===== config.mk =====
export PLATFORM = sky130hd
export DESIGN_NAME = serial_parallel_rx
export DESIGN_NICKNAME = d
export VERILOG_FILES = /design/src/rtl/serial_parallel_rx.sv
export SDC_FILE = /design/constraint.sdc
export NUM_CORES = 1
export LEC_CHECK = 0
export ABC_AREA = 1
export BUFFER_PORTS_ARGS = -buffer_cell sky130_fd_sc_hd__buf_4
export CAP_MARGIN = 10
export CORE_ASPECT_RATIO = 1.1
export CORE_MARGIN = 2
export CORE_UTILIZATION = 56
export DETAILED_ROUTE_END_ITERATION = 12
export MAX_ROUTING_LAYER = met4
export PLACE_DENSITY_LB_ADDON = 0.15
export SYNTH_ARGS = -nofsm -noshare
export SYNTH_HDL_FRONTEND = slang
export SYNTH_SLANG_ARGS = --single-unit

===== constraint.sdc =====
create_clock -name clk_32f -period 1.55 [get_ports clk_32f]
set_input_delay 0.155 -clock clk_32f [delete_from_list [all_inputs] [get_ports clk_32f]]
set_output_delay 0.155 -clock clk_32f [all_outputs]
set_load 0.02 [all_outputs]

===== src/rtl/serial_parallel_rx.sv =====
// rtl/serial_parallel_rx.sv - serial byte receiver with comma alignment and lock
// Slides a COMMA search over the bit stream, confirms LOCK_CNT aligned commas, then emits bytes.
module serial_parallel_rx #(
   parameter logic [7:0]  COMMA    = 8'hBC,
   parameter int unsigned LOCK_CNT = 4
) (
   input  logic       clk_32f,
   input  logic       reset,
   input  logic       data_in,
   output logic [7:0] data_rx000,
   output logic       valid_rx000,
   output logic       active
);

   typedef enum logic [1:0] {
      SEARCH  = 2'd0,
      LOCKING = 2'd1,
      ACTIVE  = 2'd2
   } state_t;

   localparam logic [3:0] LOCK_TARGET = 4'(LOCK_CNT);

   state_t      state, state_n;
   logic [7:0]  sr;
   logic [7:0]  next_sr;
   logic [2:0]  bit_cnt, bit_cnt_n;
   logic [3:0]  bc_cnt, bc_cnt_n;
   logic [3:0]  bc_inc;
   logic [7:0]  data_n;
   logic        valid_n;
   logic        active_n;
   logic        boundary;
   logic        is_comma;

   // The byte under test includes the bit arriving this edge, so output has no extra stage.
   assign next_sr  = {sr[6:0], data_in};
   assign is_comma = (next_sr == COMMA);
   assign boundary = (bit_cnt == 3'd7);
   assign bc_inc   = bc_cnt + 4'd1;

   always_ff @(posedge clk_32f) begin
      if (reset) begin
         state       <= SEARCH;
         sr          <= 8'h00;
         bit_cnt     <= 3'd0;
         bc_cnt      <= 4'd0;
         data_rx000  <= 8'h00;
         valid_rx000 <= 1'b0;
         active      <= 1'b0;
      end else begin
         state       <= state_n;
         sr          <= next_sr;
         bit_cnt     <= bit_cnt_n;
         bc_cnt      <= bc_cnt_n;
         data_rx000  <= data_n;
         valid_rx000 <= valid_n;
         active      <= active_n;
      end
   end

   always_comb begin
      state_n   = state;
      bit_cnt_n = bit_cnt;
      bc_cnt_n  = bc_cnt;
      data_n    = data_rx000;
      valid_n   = valid_rx000;
      active_n  = active;

      case (state)
         SEARCH: begin
            data_n   = 8'h00;
            valid_n  = 1'b0;
            active_n = 1'b0;
            if (is_comma) begin
               bit_cnt_n = 3'd0;
               bc_cnt_n  = 4'd1;
               if (LOCK_TARGET == 4'd1) begin
                  state_n  = ACTIVE;
                  active_n = 1'b1;
               end else begin
                  state_n = LOCKING;
               end
            end
         end

         LOCKING: begin
            bit_cnt_n = bit_cnt + 3'd1;
            data_n    = 8'h00;
            valid_n   = 1'b0;
            active_n  = 1'b0;
            // Only boundary-aligned bytes count; a bad byte restarts the sliding search.
            if (boundary) begin
               if (is_comma) begin
                  bc_cnt_n = bc_inc;
                  if (bc_inc == LOCK_TARGET) begin
                     state_n  = ACTIVE;
                     active_n = 1'b1;
                  end
               end else begin
                  state_n  = SEARCH;
                  bc_cnt_n = 4'd0;
               end
            end
         end

         ACTIVE: begin
            bit_cnt_n = bit_cnt + 3'd1;
            active_n  = 1'b1;
            // Lock is sticky: off-boundary commas and any payload are passed through untouched.
            if (boundary) begin
               data_n  = next_sr;
               valid_n = !is_comma;
            end
         end

         default: begin
            state_n = SEARCH;
         end
      endcase
   end

endmodule


==> impl_summary.txt, run 1 <==
----------------------------------------------------
[Outcome]
  Run status ... finished clean

[GRT]
  Total routing resource utilization after global routing ... between 20% and 30%
  Number of antenna violations at the first check in global routing ... 0
  Global-route wire length before repair ... between 3000 and 4000 um
  Global-route met3 utilization ... approximately 2.1%
  GR met2 Demand/Resource ... around 34%
  Maximum number of pins on one net before global-route repair ... 17
  Gr ovfl total ... 0
  Number of global-route vias before repair ... between 800 and 900
  Busiest layer in global routing ... met2
  Global-route track usage on met1 ... about a quarter

[Floorplan]
  Die ar. ... 2500 um2
  Die width ... approximately 48 um
  Core Area ... around 2000 um2
  Initial Util ... about three fifths
  Top-level port count ... 13
  Vertical die dimension ... about 52 um
  Standard-cell rows ... 17

[Setup path]
  Critical Path Most Common Cell ... ha_1
  Critical Setup Path Class ... flip-flop to flip-flop
  Category of the worst setup path capture point ... flip-flop
  Worst path required time ... approximately 1.8 ns
  Critical-path top delay cell ... dfxtp_1
  Slowest Stage Delay on Critical Path ... between 0.3 and 0.4 ns
  Sort of element at the start of the critical path ... flip-flop
  WP buf/inv ... 0
  Kind of cell adding the most delay to the critical path ... simple AND/OR/NAND/NOR gates
  Maximum fanout along the worst path ... 4
  Arrival time at the worst endpoint ... between 1.5 and 2 ns
  Chain of cells forming the critical path ... ha_1, ha_1, or2_4, nand2_2, nor2_4, a21oi_1, nor2_2

[Clock tree]
  Clk slew on worst S/H paths ... roughly 0.14 ns
  Maximum root-to-sink buffer count ... 2
  Number of sinks on the clock net ... 26
  PostCTS Resize Cnt ... 0
  Insertion delay to the later sink of the worst-skew pair ... between 0.3 and 0.4 ns
  Clock root buffer master ... clkbuf_4
  Number of buffers inserted for hold repair after clock tree synthesis ... 0
  Total CTS buffers ... 3
  Count of H-tree levels built during CTS ... 1
  Clock tree from TritonCTS ... built
  Number of setup buffers added after CTS ... 0

[Logic synthesis]
  Post-Synthesis Net Count ... around 160
  Dominant cell type by area after synthesis ... dfxtp_1
  Cells after Synth ... between 100 and 150
  Synth Area per Inst ... 8.12 um2
  Part of the Yosys area used for sequential elements ... about 44%
  Synthesized flop and latch total ... 26
  Cell types occupying the most area after synthesis ... dfxtp_1 (44%), nand2_1 (9.2%), ha_1 (8.4%), inv_1 (6.0%), a32o_1 (5.9%)
  Top-area cell type share of the netlist area ... a little over two fifths
  Number of distinct library cells after synthesis ... 23
  Yosys warning total ... 0
  Post-Syn Area ... roughly 1200 um2

[Detailed routing]
  Antenna violation net count after detailed routing ... 0
  Drc violations ... 0
  WL per Instance ... 11.4 um
  Starting DRC count in detailed routing ... 35
  Via density ... about 5.1
  DR vias ... between 900 and 1,000
  Wirelength, routed ... ~2200 um
  Iteration count of the initial detailed-routing pass ... 4

[Timing]
  Total Neg Setup Slack ... 0 ns
  Fin. Hold Viols ... 0
  Fmax ... slightly below 700 MHz
  Final Critical Period ... around 1.4 ns
  RSZ-0062 raised after global routing ... no
  Final setup violation count ... 0
  Headroom to the max-slew limit ... ~80%
  Maximum clock skew at final layout ... 0.00212 ns
  Post-Route Hold Slack ... around 0.087 ns
  Final count of pins violating max slew ... 0
  Final worst path period share ... 93.4%
  Worst slew pin tran ... slightly below 0.3 ns

[Layout]
  Final antenna diode count ... 0
  Final Cell Area ... around 1400 um2
  Highest-count cells in the layout ignoring fill and taps ... nand2_1 (29), dfxtp_1 (25), inv_1 (19)
  Area delta synth->final ... 14.7%
  Leading cell type in the layout, fill and taps excluded ... nand2_1
  Nets ... ~170
  Fraction of layout cells with a size suffix above 1 ... 23.5%

[Flow run]
  Max Cap Violations ... 0

[Hold path]
  Path class of the lowest-slack min-delay path ... input port to flip-flop

[Place]
  Input/output buffers ... 12
  Final GP Congestion ... between 0.8 and 0.9
  Final HPWL DP ... about 1700 um
  Dpl cell area ... 1320 um2

[Pwr]
  Static Leak ... 0.571 nW
  Power density of the placed cells ... about 1400 nW/um2
  Largest vdd supply drop ... roughly 0.00090 V

----------------------------------------------------
[stage by stage]
stage / setup WS, ns / utilization, % / power, mW / std cells
6_report: 0.102 / 68.0 / 1.92 / 190
5_1_grt: 0.000610 / 68.0 / 2.06 / 190
4_1_cts: 0.0757 / 67.6 / 1.92 / 190
3_5_place_dp: 0.104 / 65.8 / 1.59 / 186
3_3_place_gp: 0.140 / 65.8 / 1.55 / 186
2_1_floorplan: 0.180 / - / 1.42 / 146
[cells by family after synthesis]
logic type               Yosys count  synth area share, %
AND/OR/NAND/NOR                   63                 25.4
buffers and inverters             26                 8.44
flip-flops                        26                 43.9
AO/OA/AOI/OAI                     23                 13.8
adder cells (fa/ha/maj)            8                 8.44
[registers in the layout, summed over array words and instances, names as in the netlist]
signal	cells
valid_rx000	1
sr	7
active	1
state	2
data_rx000	8
bc_cnt	4
bit_cnt	3
[final cells by class]
| type | instances | area (um2) |
|---|---|---|
| clock buffer | 4 | 36.3 |
| fill | 189 | 639 |
| inverter | 24 | 93.8 |
| multi-input combinational | 94 | 568 |
| sequential | 26 | 522 |
| tap | 28 | 35.0 |
| timing repair buffer | 14 | 105 |
[tightest hold or removal path, stage by stage]
cell and delay [ns]:
buf_4 0.10, inv_1 0.06, nor2_1 0.05
[synth_stat cells]
cell,number
nor2_2,4
nand3_1,4
inv_1,19
dfxtp_1,26
nand2_2,3
ha_1,8
a21oi_2,3
nand2_1,29
o21bai_1,1
or2_4,1
buf_2,2
o21ai_1,2
nor2_4,1
inv_2,3
nand3b_4,1
nand4_1,2
clkinv_1,2
nor3_1,1
a32o_1,7
o21ai_0,3
nor2_1,16
nand2_4,1
a21oi_1,7
[path summary, 6_finish.rpt]
path	from	endpoint	slack, ns	cells after the start
max	bit_cnt[0]	state[1]	0.10	7
min	data_in	sr[0]	0.09	3
max reg2reg	bit_cnt[0]	state[1]	0.10	7
min reg2reg	sr[1]	sr[2]	0.45	2
[layer usage]
metal | vias to the layer above | routed length [um]
met3 | 2 | 74
met1 | 452 | 987
met5 | - | 0
met2 | 18 | 1090
met4 | 0 | 17
li1 | 499 | -
[power breakdown]
part           total (mW)  switching [mW]  internal (mW)  leakage, nW
clock network       0.333           0.190          0.143       0.0210
registers           0.807          0.0678          0.739        0.211
logic               0.781           0.494          0.286        0.339
total                1.92           0.752           1.17        0.571
(Power assumes the default switching activity.)
==> inputs of run 2 (changes only) <==
--- a/config.mk
+++ b/config.mk
@@ -10,7 +10,7 @@
 export CAP_MARGIN = 10
 export CORE_ASPECT_RATIO = 1.1
 export CORE_MARGIN = 2
-export CORE_UTILIZATION = 56
+export CORE_UTILIZATION = 50
 export DETAILED_ROUTE_END_ITERATION = 12
 export MAX_ROUTING_LAYER = met4
 export PLACE_DENSITY_LB_ADDON = 0.15
==> run 2 against run 1 <==
Against the previous run: maximum frequency down 0.13%; utilization down 8.1 points; highest routed layer unchanged; via count down 3.1%; count of clock-buffer cells in the layout down 1; flip-flop and latch count unchanged; combinational power down 2%; routed wire length down 3.2%; sequential power about the same; non-clock buffer count unchanged; clock power down 18%; die area up 11%.
==> impl_summary.txt, run 2 (same netlist as run 1, synthesis figures left out) <==
----------------------------------------------------
[Pwr]
  Part of the total power dissipated in the clock network ... 14.9% (-2.5 points)
  Sequential fraction of design power ... 43.7% (+1.7 points)
  Static Leak ... 0.564 nW (-1.3%)
  Power density of the placed cells ... 1370 nW/um2 (-3.3%)
  Net switching share of the total power ... 39.7% (+0.49 points)
  Total Power ... 1.84 mW (-4.1%)
  Combinational power share ... 41.4% (+0.8 points)
  Largest vdd supply drop ... 0.00106 V (+17%)
  Internal power ... 1.11 mW (-4.9%)
  Net switching power of the design ... 0.730 mW (-2.9%)

[Setup path]
  Critical Setup Path Class ... flip-flop to flip-flop
  Sort of element at the start of the critical path ... flip-flop
  Arrival time at the worst endpoint ... 1.66 ns (about the same)
  Setup slack of the worst register-to-register path ... 0.10 ns (about the same)
  Maximum fanout along the worst path ... 9 (+5)
  Worst path required time ... 1.76 ns (about the same)
  Category of the worst setup path capture point ... flip-flop

[Timing]
  Fmax ... 690 MHz (-0.13%)
  Headroom to the max-slew limit ... 81.0% (+0.91 points)
  Final setup violation count ... 0 (unchanged)
  Total Neg Setup Slack ... 0 ns (unchanged)
  Final count of pins violating max slew ... 0 (unchanged)
  Final worst path period share ... 93.5% (+0.12 points)
  Worst slew pin tran ... 0.283 ns (-0.0136 ns)
  Maximum clock skew at final layout ... 0.00501 ns (+0.00289 ns)
  RSZ-0062 raised after global routing ... no
  Post-Route Hold Slack ... 0.0893 ns (+0.00222 ns)
  Fin. Hold Viols ... 0 (unchanged)
  Final Critical Period ... 1.45 ns (+0.00187 ns)

[Hold path]
  Path class of the lowest-slack min-delay path ... input port to flip-flop

[Floorplan]
  Top-level port count ... 13 (unchanged)
  Core Area ... 2250 um2 (+13%)
  Standard-cell rows ... 18 (+1)
  Initial Util ... 52.7% (-6.7 points)
  Die ar. ... 2780 um2 (+11%)
  Die width ... 50.4 um (+5.3%)
  Vertical die dimension ... 55.1 um (+5.4%)

[Detailed routing]
  Wirelength, routed ... 2100 um (-3.2%)
  Antenna violation net count after detailed routing ... 0 (unchanged)
  Starting DRC count in detailed routing ... 6 (-83%)
  Iteration count of the initial detailed-routing pass ... 4 (unchanged)
  WL per Instance ... 11.0 um (-3.7%)
  DR vias ... 941 (-3.1%)
  Via density ... 4.93 (-3.6%)
  Drc violations ... 0 (unchanged)

[GRT]
  Global-route track usage on met1 ... 21.2% (-3.5 points)
  Number of global-route vias before repair ... 818 (-6.3%)
  Number of antenna violations at the first check in global routing ... 0 (unchanged)
  Gr ovfl total ... 0 (unchanged)
  Maximum number of pins on one net before global-route repair ... 17 (unchanged)
  Global-route wire length before repair ... 3520 um (-3.0%)
  Busiest layer in global routing ... met2
  GR met2 Demand/Resource ... 29.4% (-4.6 points)
  Global-route met3 utilization ... 3.23% (+1.2 points)
  Total routing resource utilization after global routing ... 17.6% (-2.6 points)

[Clock tree]
  Clock tree from TritonCTS ... built
  Total CTS buffers ... 3 (unchanged)
  Clock root buffer master ... clkbuf_4
  Number of setup buffers added after CTS ... 0 (unchanged)
  Insertion delay to the later sink of the worst-skew pair ... 0.31 ns (about the same)
  Number of sinks on the clock net ... 26 (unchanged)
  Count of H-tree levels built during CTS ... 1 (unchanged)
  Maximum root-to-sink buffer count ... 2 (unchanged)
  Clk slew on worst S/H paths ... 0.13 ns (about the same)
  Number of buffers inserted for hold repair after clock tree synthesis ... 0 (unchanged)

[Layout]
  Top reg by flops ... data_rx000
  Fraction of layout cells with a size suffix above 1 ... 23.0% (-0.48 points)
  Leading cell type in the layout, fill and taps excluded ... nand2_1
  Top Registers ... data_rx000 x8, sr x7, bc_cnt x4
  Number of fill cells in the layout ... 217 (+15%)
  Layout Cells excl Fill ... 191 (+0.53%)
  Area delta synth->final ... 13.7%
  Largest register FFs ... 8 (unchanged)
  Final antenna diode count ... 0 (unchanged)
  Highest-count cells in the layout ignoring fill and taps ... nand2_1 (29), dfxtp_1 (25), inv_1 (19)
  Nets ... 174 (unchanged)

[Outcome]
  Run status ... finished clean

[Place]
  Placed Cells incl. Taps ... 188 (+1.1%)
  Input/output buffers ... 12 (unchanged)
  Final HPWL DP ... 1590 um (-4.3%)
  Final GP Congestion ... 0.845 (+1.8%)

[Flow run]
  Max Cap Violations ... 0 (unchanged)

----------------------------------------------------
-- run 2: path summary, 6_finish.rpt --
check | startpoint | to | depth (start not counted)
worst max-delay path | state[0] | data_rx000[5] | 6
worst max register to register | state[0] | data_rx000[5] | 6
worst min register to register | sr[2] | sr[3] | 2
worst min-delay path | data_in | sr[0] | 3
-- run 2: power by group through the flow --
stage	clock, mW	sequential (mW)	combinational (mW)
2_1_floorplan	0	0.803	0.618
3_3_place_gp	0	0.811	0.742
3_5_place_dp	0	0.815	0.759
4_1_cts	0.289	0.800	0.766
5_1_grt	0.313	0.817	0.866
6_report	0.274	0.804	0.763
-- run 2: cell type report --
class / instances / area [um2] / share of cell area [%]
multi-input cells: 94 / 568 / 42.1
flip-flops and latches: 26 / 522 / 38.7
repair buffers: 14 / 105 / 7.79
inverters: 24 / 93.8 / 6.96
well taps: 30 / 37.5 / 2.78
clock buffers: 3 / 22.5 / 1.67
-- run 2: stage by stage --
step                      utilization, %  setup WS [ns]  area (um2)
after floorplan                        -          0.180        1190
after global placement              58.6          0.129        1320
after detailed placement            58.6          0.114        1320
after CTS                           59.6         0.0832        1340
after global routing                59.9        0.00458        1350
final                               59.9          0.100        1350
-- run 2: worst max-delay path: stages, from the launching register on --
cell and delay, ns:
dfxtp_1 0.37, inv_1 0.10, ha_1 0.25, nor2_1 0.08, o21ai_0 0.19, inv_2 0.13, a32o_1 0.24
-- run 2: per-layer routing --
| layer | wire [um] | vias to the layer above | share of wire (%) |
|---|---|---|---|
| li1 | - | 502 | - |
| met1 | 1040 | 426 | 50 |
| met2 | 977 | 11 | 46 |
| met3 | 63 | 2 | 3.0 |
| met4 | 18 | 0 | 0.86 |
| met5 | 0 | - | 0 |
-- run 2: timing repair --
| action | 4_1_cts | 5_1_grt |
|---|---|---|
| endpoints found under the setup margin | 0 | 7 |
| endpoints found under the hold margin | 0 | 0 |
| resized for setup | 0 | 3 |
